==> config.mk <==
export PLATFORM = sky130hd
export DESIGN_NAME = sram_tester
export DESIGN_NICKNAME = d
export VERILOG_FILES = /design/src/rtl/sram_tester.sv
export SDC_FILE = /design/constraint.sdc
export NUM_CORES = 1
export LEC_CHECK = 0
export CAP_MARGIN = 40
export CORE_ASPECT_RATIO = 0.75
export CORE_MARGIN = 8
export CORE_UTILIZATION = 40
export CTS_BUF_LIST = sky130_fd_sc_hd__clkbuf_16
export DETAILED_ROUTE_END_ITERATION = 7
export HOLD_SLACK_MARGIN = 0.08
export PLACE_DENSITY_LB_ADDON = 0.1
export SETUP_SLACK_MARGIN = 0.15
export SLEW_MARGIN = 20
export SYNTH_ARGS = -nofsm -noshare
export SYNTH_HDL_FRONTEND = slang
export SYNTH_SLANG_ARGS = --single-unit
==> constraint.sdc <==
create_clock -name clk -period 2.95 [get_ports clk]
set_input_delay 0.885 -clock clk [delete_from_list [all_inputs] [get_ports clk]]
set_output_delay 0.885 -clock clk [all_outputs]
set_load 0.005 [all_outputs]
==> src/rtl/sram_tester.sv <==
// Built-in self-test sequencer for the external SRAM. Writes an address-derived
// pattern in two passes (true and inverted), reads each pass back through the
// SRAM_Controller request/ack handshake and records mismatches.
module sram_tester #(
   parameter int unsigned ADDR_W    = 18,
   parameter int unsigned DATA_W    = 16,
   parameter int unsigned LAST_ADDR = 2**18-1
) (
   input  logic              clk,
   input  logic              reset_n,
   input  logic              start,
   output logic              mem_req,
   output logic              mem_we,
   output logic [ADDR_W-1:0] mem_addr,
   output logic [DATA_W-1:0] mem_wdata,
   input  logic              mem_ack,
   input  logic [DATA_W-1:0] mem_rdata,
   output logic              busy,
   output logic              done,
   output logic              pass,
   output logic              fail,
   output logic [15:0]       err_count,
   output logic [ADDR_W-1:0] err_addr,
   output logic [DATA_W-1:0] err_data
);

   localparam logic [1:0] S_IDLE  = 2'd0;
   localparam logic [1:0] S_WRITE = 2'd1;
   localparam logic [1:0] S_READ  = 2'd2;
   localparam logic [1:0] S_DONE  = 2'd3;

   localparam logic [ADDR_W-1:0] LAST = ADDR_W'(LAST_ADDR);

   // Test pattern: low address bits folded with the top two, inverted on pass 1.
   function automatic logic [DATA_W-1:0] pat(input logic [ADDR_W-1:0] a, input logic p);
      logic [17:0] a18;
      logic [15:0] v;
      a18 = 18'(a);
      v   = a18[15:0] ^ {14'b0, a18[17:16]} ^ {16{p}};
      return DATA_W'(v);
   endfunction

   logic [1:0]        state_q, state_d;
   logic              phase_q, phase_d;
   logic [ADDR_W-1:0] addr_q, addr_d;
   logic [15:0]       err_count_q, err_count_d;
   logic [ADDR_W-1:0] err_addr_q, err_addr_d;
   logic [DATA_W-1:0] err_data_q, err_data_d;

   // Next-state: launch, address walk, phase sequencing and read-back compare.
   always_comb begin
      state_d     = state_q;
      phase_d     = phase_q;
      addr_d      = addr_q;
      err_count_d = err_count_q;
      err_addr_d  = err_addr_q;
      err_data_d  = err_data_q;
      case (state_q)
         S_IDLE, S_DONE: begin
            if (start) begin
               state_d     = S_WRITE;
               phase_d     = 1'b0;
               addr_d      = '0;
               err_count_d = '0;
               err_addr_d  = '0;
               err_data_d  = '0;
            end
         end
         S_WRITE: begin
            if (mem_ack) begin
               if (addr_q == LAST) begin
                  state_d = S_READ;
                  addr_d  = '0;
               end else begin
                  addr_d = addr_q + ADDR_W'(1);
               end
            end
         end
         S_READ: begin
            if (mem_ack) begin
               if (mem_rdata != pat(addr_q, phase_q)) begin
                  if (err_count_q != 16'hFFFF) err_count_d = err_count_q + 16'd1;
                  // Only the first mismatch of a run is captured.
                  if (err_count_q == 16'd0) begin
                     err_addr_d = addr_q;
                     err_data_d = mem_rdata;
                  end
               end
               if (addr_q == LAST) begin
                  if (!phase_q) begin
                     state_d = S_WRITE;
                     phase_d = 1'b1;
                     addr_d  = '0;
                  end else begin
                     state_d = S_DONE;
                  end
               end else begin
                  addr_d = addr_q + ADDR_W'(1);
               end
            end
         end
         default: state_d = S_IDLE;
      endcase
   end

   // State registers; async reset clears everything, which drops mem_req at once.
   always_ff @(posedge clk or negedge reset_n) begin
      if (!reset_n) begin
         state_q     <= S_IDLE;
         phase_q     <= 1'b0;
         addr_q      <= '0;
         err_count_q <= '0;
         err_addr_q  <= '0;
         err_data_q  <= '0;
      end else begin
         state_q     <= state_d;
         phase_q     <= phase_d;
         addr_q      <= addr_d;
         err_count_q <= err_count_d;
         err_addr_q  <= err_addr_d;
         err_data_q  <= err_data_d;
      end
   end

   // Outputs decoded straight from registered state, so they only move on edges.
   always_comb begin
      mem_req   = (state_q == S_WRITE) || (state_q == S_READ);
      mem_we    = (state_q == S_WRITE);
      mem_addr  = addr_q;
      mem_wdata = (state_q == S_WRITE) ? pat(addr_q, phase_q) : '0;
      busy      = mem_req;
      done      = (state_q == S_DONE);
      pass      = done && (err_count_q == 16'd0);
      fail      = done && (err_count_q != 16'd0);
      err_count = err_count_q;
      err_addr  = err_addr_q;
      err_data  = err_data_q;
   end

endmodule

Yosys cells after proc, flatten, opt, wreduce, memory -nomap -nowiden
Index checks and enable logic that the tools add are counted.

Register bits: 71. Input bits: 20. Output and inout port bits: 90. Logic and storage cells: 70.

Add/sub/neg operators: 2. Eq/ne operators: 15. Muxes and demuxes: 32. Bitwise gates (word level): 2. Reduce and logical (&&, ||, !) cells: 13.

Operators with widths (number): $mux W18 (9); $mux W16 (8); $pmux W16 S2 (2); $pmux W18 S3 (1); $pmux W18 S2 (1); $add A18 B1 Y18 const B (1); $eq A18 B18 Y1 const B (1); $add A16 B1 Y16 const B (1); $logic_not A16 Y1 (1); $ne A16 B16 Y1 (1); $ne A16 B16 Y1 const B (1); $reduce_bool A16 Y1 (1); $xor A16 B16 Y16 (1); $xor A16 B2 Y16 (1); $reduce_and A5 Y1 (3); $mux W2 (6); $ne A2 B2 Y1 const B (6); $reduce_and A4 Y1 (2); $pmux W2 S3 (1); $eq A2 B2 Y1 const B (2); $ne A2 B1 Y1 const B (2); $mux W1 (3); $ne A3 B3 Y1 const B (1); $eq A2 B1 Y1 const B (1); other kinds (6) (7).

Longest topological paths before layout
Depth after elaboration: 6. Depth in mapped cells: 10. Gate-level depth less buffers: 8.

Worst setup path after synthesis
Ideal clock, no wire load.

Kind: input port to flip-flop. From: input mem_rdata[15]. To: register err_addr_q[0] (netlist: err_addr[0]). Setup time: 0.079 ns. Arrival time: 2.459 ns. Required time: 2.871 ns. Path slack: 0.412 ns. Cell stages on the path: 8. Path buffers: 2. Path through: xor2_1 -> or4_1 -> a22oi_1 -> nand4_1 -> nand3_1 -> buf_4 -> buf_8 -> mux2i_1.

Word-level cells in the longest chain between the ends: 3.

RTL lines: start: declaration (line 17) `input logic [DATA_W-1:0] mem_rdata,`; $ne A16 B16 Y1 (line 81) `if (mem_rdata != pat(addr_q, phase_q)) begin`; $ne A2 B2 Y1 (no line); $reduce_and A5 Y1 (no line); end signal: assignment (line 120) `err_addr_q <= err_addr_d;`; end: declaration (line 47) `logic [ADDR_W-1:0] err_addr_q, err_addr_d;`.

Every way passes these cells. A chain may end at the register's enable or synchronous reset.

Worst setup path after layout
From: register state_q[1]. To: output mem_wdata[9].

Word-level cells in the longest chain between the ends: 2.

RTL lines: start: declaration (line 43) `logic [1:0] state_q, state_d;`; start signal: assignment (line 116) `state_q <= state_d;`; $eq A2 B1 Y1 (line 130) `mem_wdata = (state_q == S_WRITE) ? pat(addr_q, phase_q) : '0;`; $mux W16 (line 130); end: declaration (line 15) `output logic [DATA_W-1:0] mem_wdata,`.

Every way passes these cells.

==> flow_summary_export.csv <==
group,metric,value,unit
placed_design,dp_hpwl,10410,um
drt,detail-route-antenna-nets,0,
grt,grt_pass1_vias,4067,
grt,grt_pass1_wl,22470,um
cells_and_area,final_cells,771,
clocking,cts_buffers,9,
synth,seq_area_frac_synth,40.43,%
die,initial_core_util,40.62,%
power,total_leakage_power,2.811,nW
run_status,status,"complete, no violations",
sta,timing.final.hold_violations,0,
synth,ys.flop_type,"dfrtp_1",
power,ir_worst_vdd,0.4148,mV
synth,ys_ff_latch,71,
clocking,path_clk_slew,0.06,ns
sta,relSlewSlack,51.68,%
sta,setup_ws,0.2131,ns
drt,drc,0,
clocking,cts_sinks,71,
sta,fin_crit,2.737,ns
placed_design,port_buffers,109,
setup_path,crit_required,2.07,ns
die,fp.dieH,106.8,um
cells_and_area,ff_latch_area,1783,um^2
clocking,cts_tree,"built",
cells_and_area,final_layout_size_suffix_gt1_share,13.79,%
grt,grt_max_degree,27,
die,core_area,10820,um^2
die,dieArea,14630,um^2
sta,fmax,365.4,MHz
synth,ys_warn_count,0,
power,p_per_area,760.5,nW/um^2
sta,holdWs,0.5182,ns
cells_and_area,fin_util,58.65,%
sta,min_period_over_period,92.78,%
synth,synthCells,497,
setup_path,critPathMaxFanout,8,
clocking,htreeDepth,3,
run,max_cap_violations,0,
drt,vias,4116,
synth,async_flop_share,100.0,%
placed_design,dp_cells,742,
setup_path,end_kind,"output pin",
grt,overflow,0,
cells_and_area,multi_input_area,2296,um^2
grt,antenna_found_initial,0,
synth,avgSynthCellArea,8.841,um^2
synth,yosysUniqueCellTypes,50,
synth,synth_edf_count,0,
die,rows,33,
synth,syn_nets,524,
cells_and_area,syn_to_final_growth,44.39,%
cells_and_area,final_cell_mix,"103 x clkdlybuf4s50_1, 66 x dfrtp_1, 60 x nand2_1",
drt,drt_pre_antenna_iters,6,
sta,rsz0062_at_grt,"yes",
clocking,cts-root-buf,"clkbuf_16",
drt,drt_iter0_markers,420,
sta,final-setup-viol-count,0,
placed_design,gp_congestion,0.8200,
clocking,clock_latency,0.34,ns
setup_path,critical_path_class,"register to output pin",
grt,track_usage,19.50,%
min_path,hold_path_class,"register to register",
setup_path,arrival,1.85,ns
drt,routedWlPerCell,18.51,um
sta,worst_slew_pin_slew,0.7243,ns
sta,final.setup_skew,0.006389,ns
drt,finalWirelength,14270,um
cells_and_area,fillers,972,
die,io_pins,110,
drt,avgViaCountPerCell,5.339,
cells_and_area,diodes,0,
sta,drv_slew,0,
clocking,clock_path_buffers,2,
cells_and_area,final_common_cell,"clkdlybuf4s50_1",
die,die_x,137.0,um
clocking,ctsHoldBuffers,0,
setup_path,start_kind,"register",
placed_design,post-place-ws,-0.2191,ns
synth,synth_area,4394,um^2
cells_and_area,final_nets,653,
==> worst max-delay path: stages, from the launching register on <==
cell and delay (ns):
dfrtp_1 0.43, inv_2 0.11, ha_4 0.16, buf_12 0.11
nor2b_1 0.17, clkdlybuf4s50_1 0.53
==> registers in the layout (all words and copies together), names as in the netlist <==
signal	cells
err_count	16
mem_addr	18
err_addr	18
state_q	2
phase_q	1
err_data	16
==> where the power goes <==
part           leakage, nW  total (W)  switching (W)  internal, W
Combinational         1.67    0.00237        0.00119      0.00118
Clock                0.163    0.00124       0.000417     0.000819
Sequential           0.975    0.00122       0.000112      0.00111
Total                 2.81    0.00482        0.00172      0.00311
==> path summary, 6_finish.rpt <==
kind | cells past startpoint | start | slack (ns) | end
max reg2reg | 10 | err_count[1] | 0.31 | err_count[6]
min in group asynchronous | 1 | reset_n | 0.55 | err_count[6]
min reg2reg | 2 | err_data[12] | 0.52 | err_data[12]
min | 2 | err_data[12] | 0.52 | err_data[12]
max in group asynchronous | 2 | reset_n | 1.81 | err_data[12]
max | 5 | state_q[1] | 0.21 | mem_wdata[9]
==> synth_stat cells (all sizes together), types with 2 or more instances <==
master	n	area share [%]
a211oi	2	0.34
nor3	9	1.0
inv	47	4.0
o31ai	19	4.5
nor2	21	1.8
mux2i	36	8.2
buf	25	3.9
a22oi	2	0.34
or3	6	0.85
nor4	4	0.57
clkbuf	12	1.0
or4	2	0.34
o211ai	2	0.34
ha	7	2.0
nand3	27	3.1
a21oi	6	0.68
o21ai	42	4.8
dfrtp	71	40
and3	3	0.43
o41ai	2	0.40
a31oi	12	1.7
nand4	11	1.6
and4	3	0.65
nand2b	4	0.57
nor2b	2	0.28
xnor2	12	2.4
and2	18	2.6
xor2	19	4.0
nand2	60	5.1
==> stage by stage <==
stage	TNS (ns)	total power [W]	area [um^2]
final	0	0.004825	6345
after floorplan	0	0.002498	4394
after CTS	0	0.004563	6146
after detailed placement	-7.884	0.003298	5777
after global routing	0	0.005120	6345
after global placement	-6.622	0.003257	5749
==> layer usage <==
| metal | up-vias | GRT usage, % | wire [um] |
|---|---|---|---|
| li1 | 1961 | - | - |
| met4 | 0 | 4.872 | 123 |
| met3 | 13 | 4.813 | 1181 |
| met5 | - | 0 | 0 |
| met2 | 153 | 29.06 | 6305 |
| met1 | 1989 | 27.66 | 6660 |
==> what timing repair did <==
action                     in CTS  in global routing
setup endpoints to repair      30                 28
setup buffers                   2                  9
resized for setup               7                 16
gates cloned                    0                  2
pin swaps                       1                  5
hold endpoints to repair        0                  0
==> cells by family (layout without fill, tap and decap cells) <==
logic type      count (synthesis)  after routing  share of synthesized area [%]
compound gates                 93             93                          14.29
xor+xnor                       31             31                          6.350
fa+ha+maj                       7              7                          1.993
buf+inv                        84            218                          8.940
flops                          71             71                          40.43
mux                            36             36                          8.201
simple gates                  175            175                          19.79
==> cell type report <==
| cell class | instances | share of cell area, % |
|---|---|---|
| Clock buffer | 9 | 3.550 |
| Clock inverter | 7 | 1.755 |
| Inverter | 47 | 2.781 |
| Multi-Input combinational cell | 342 | 36.19 |
| Sequential cell | 71 | 28.10 |
| Tap cell | 140 | 2.761 |
| Timing Repair Buffer | 155 | 24.87 |
Power figures use the tool's default switching activity.
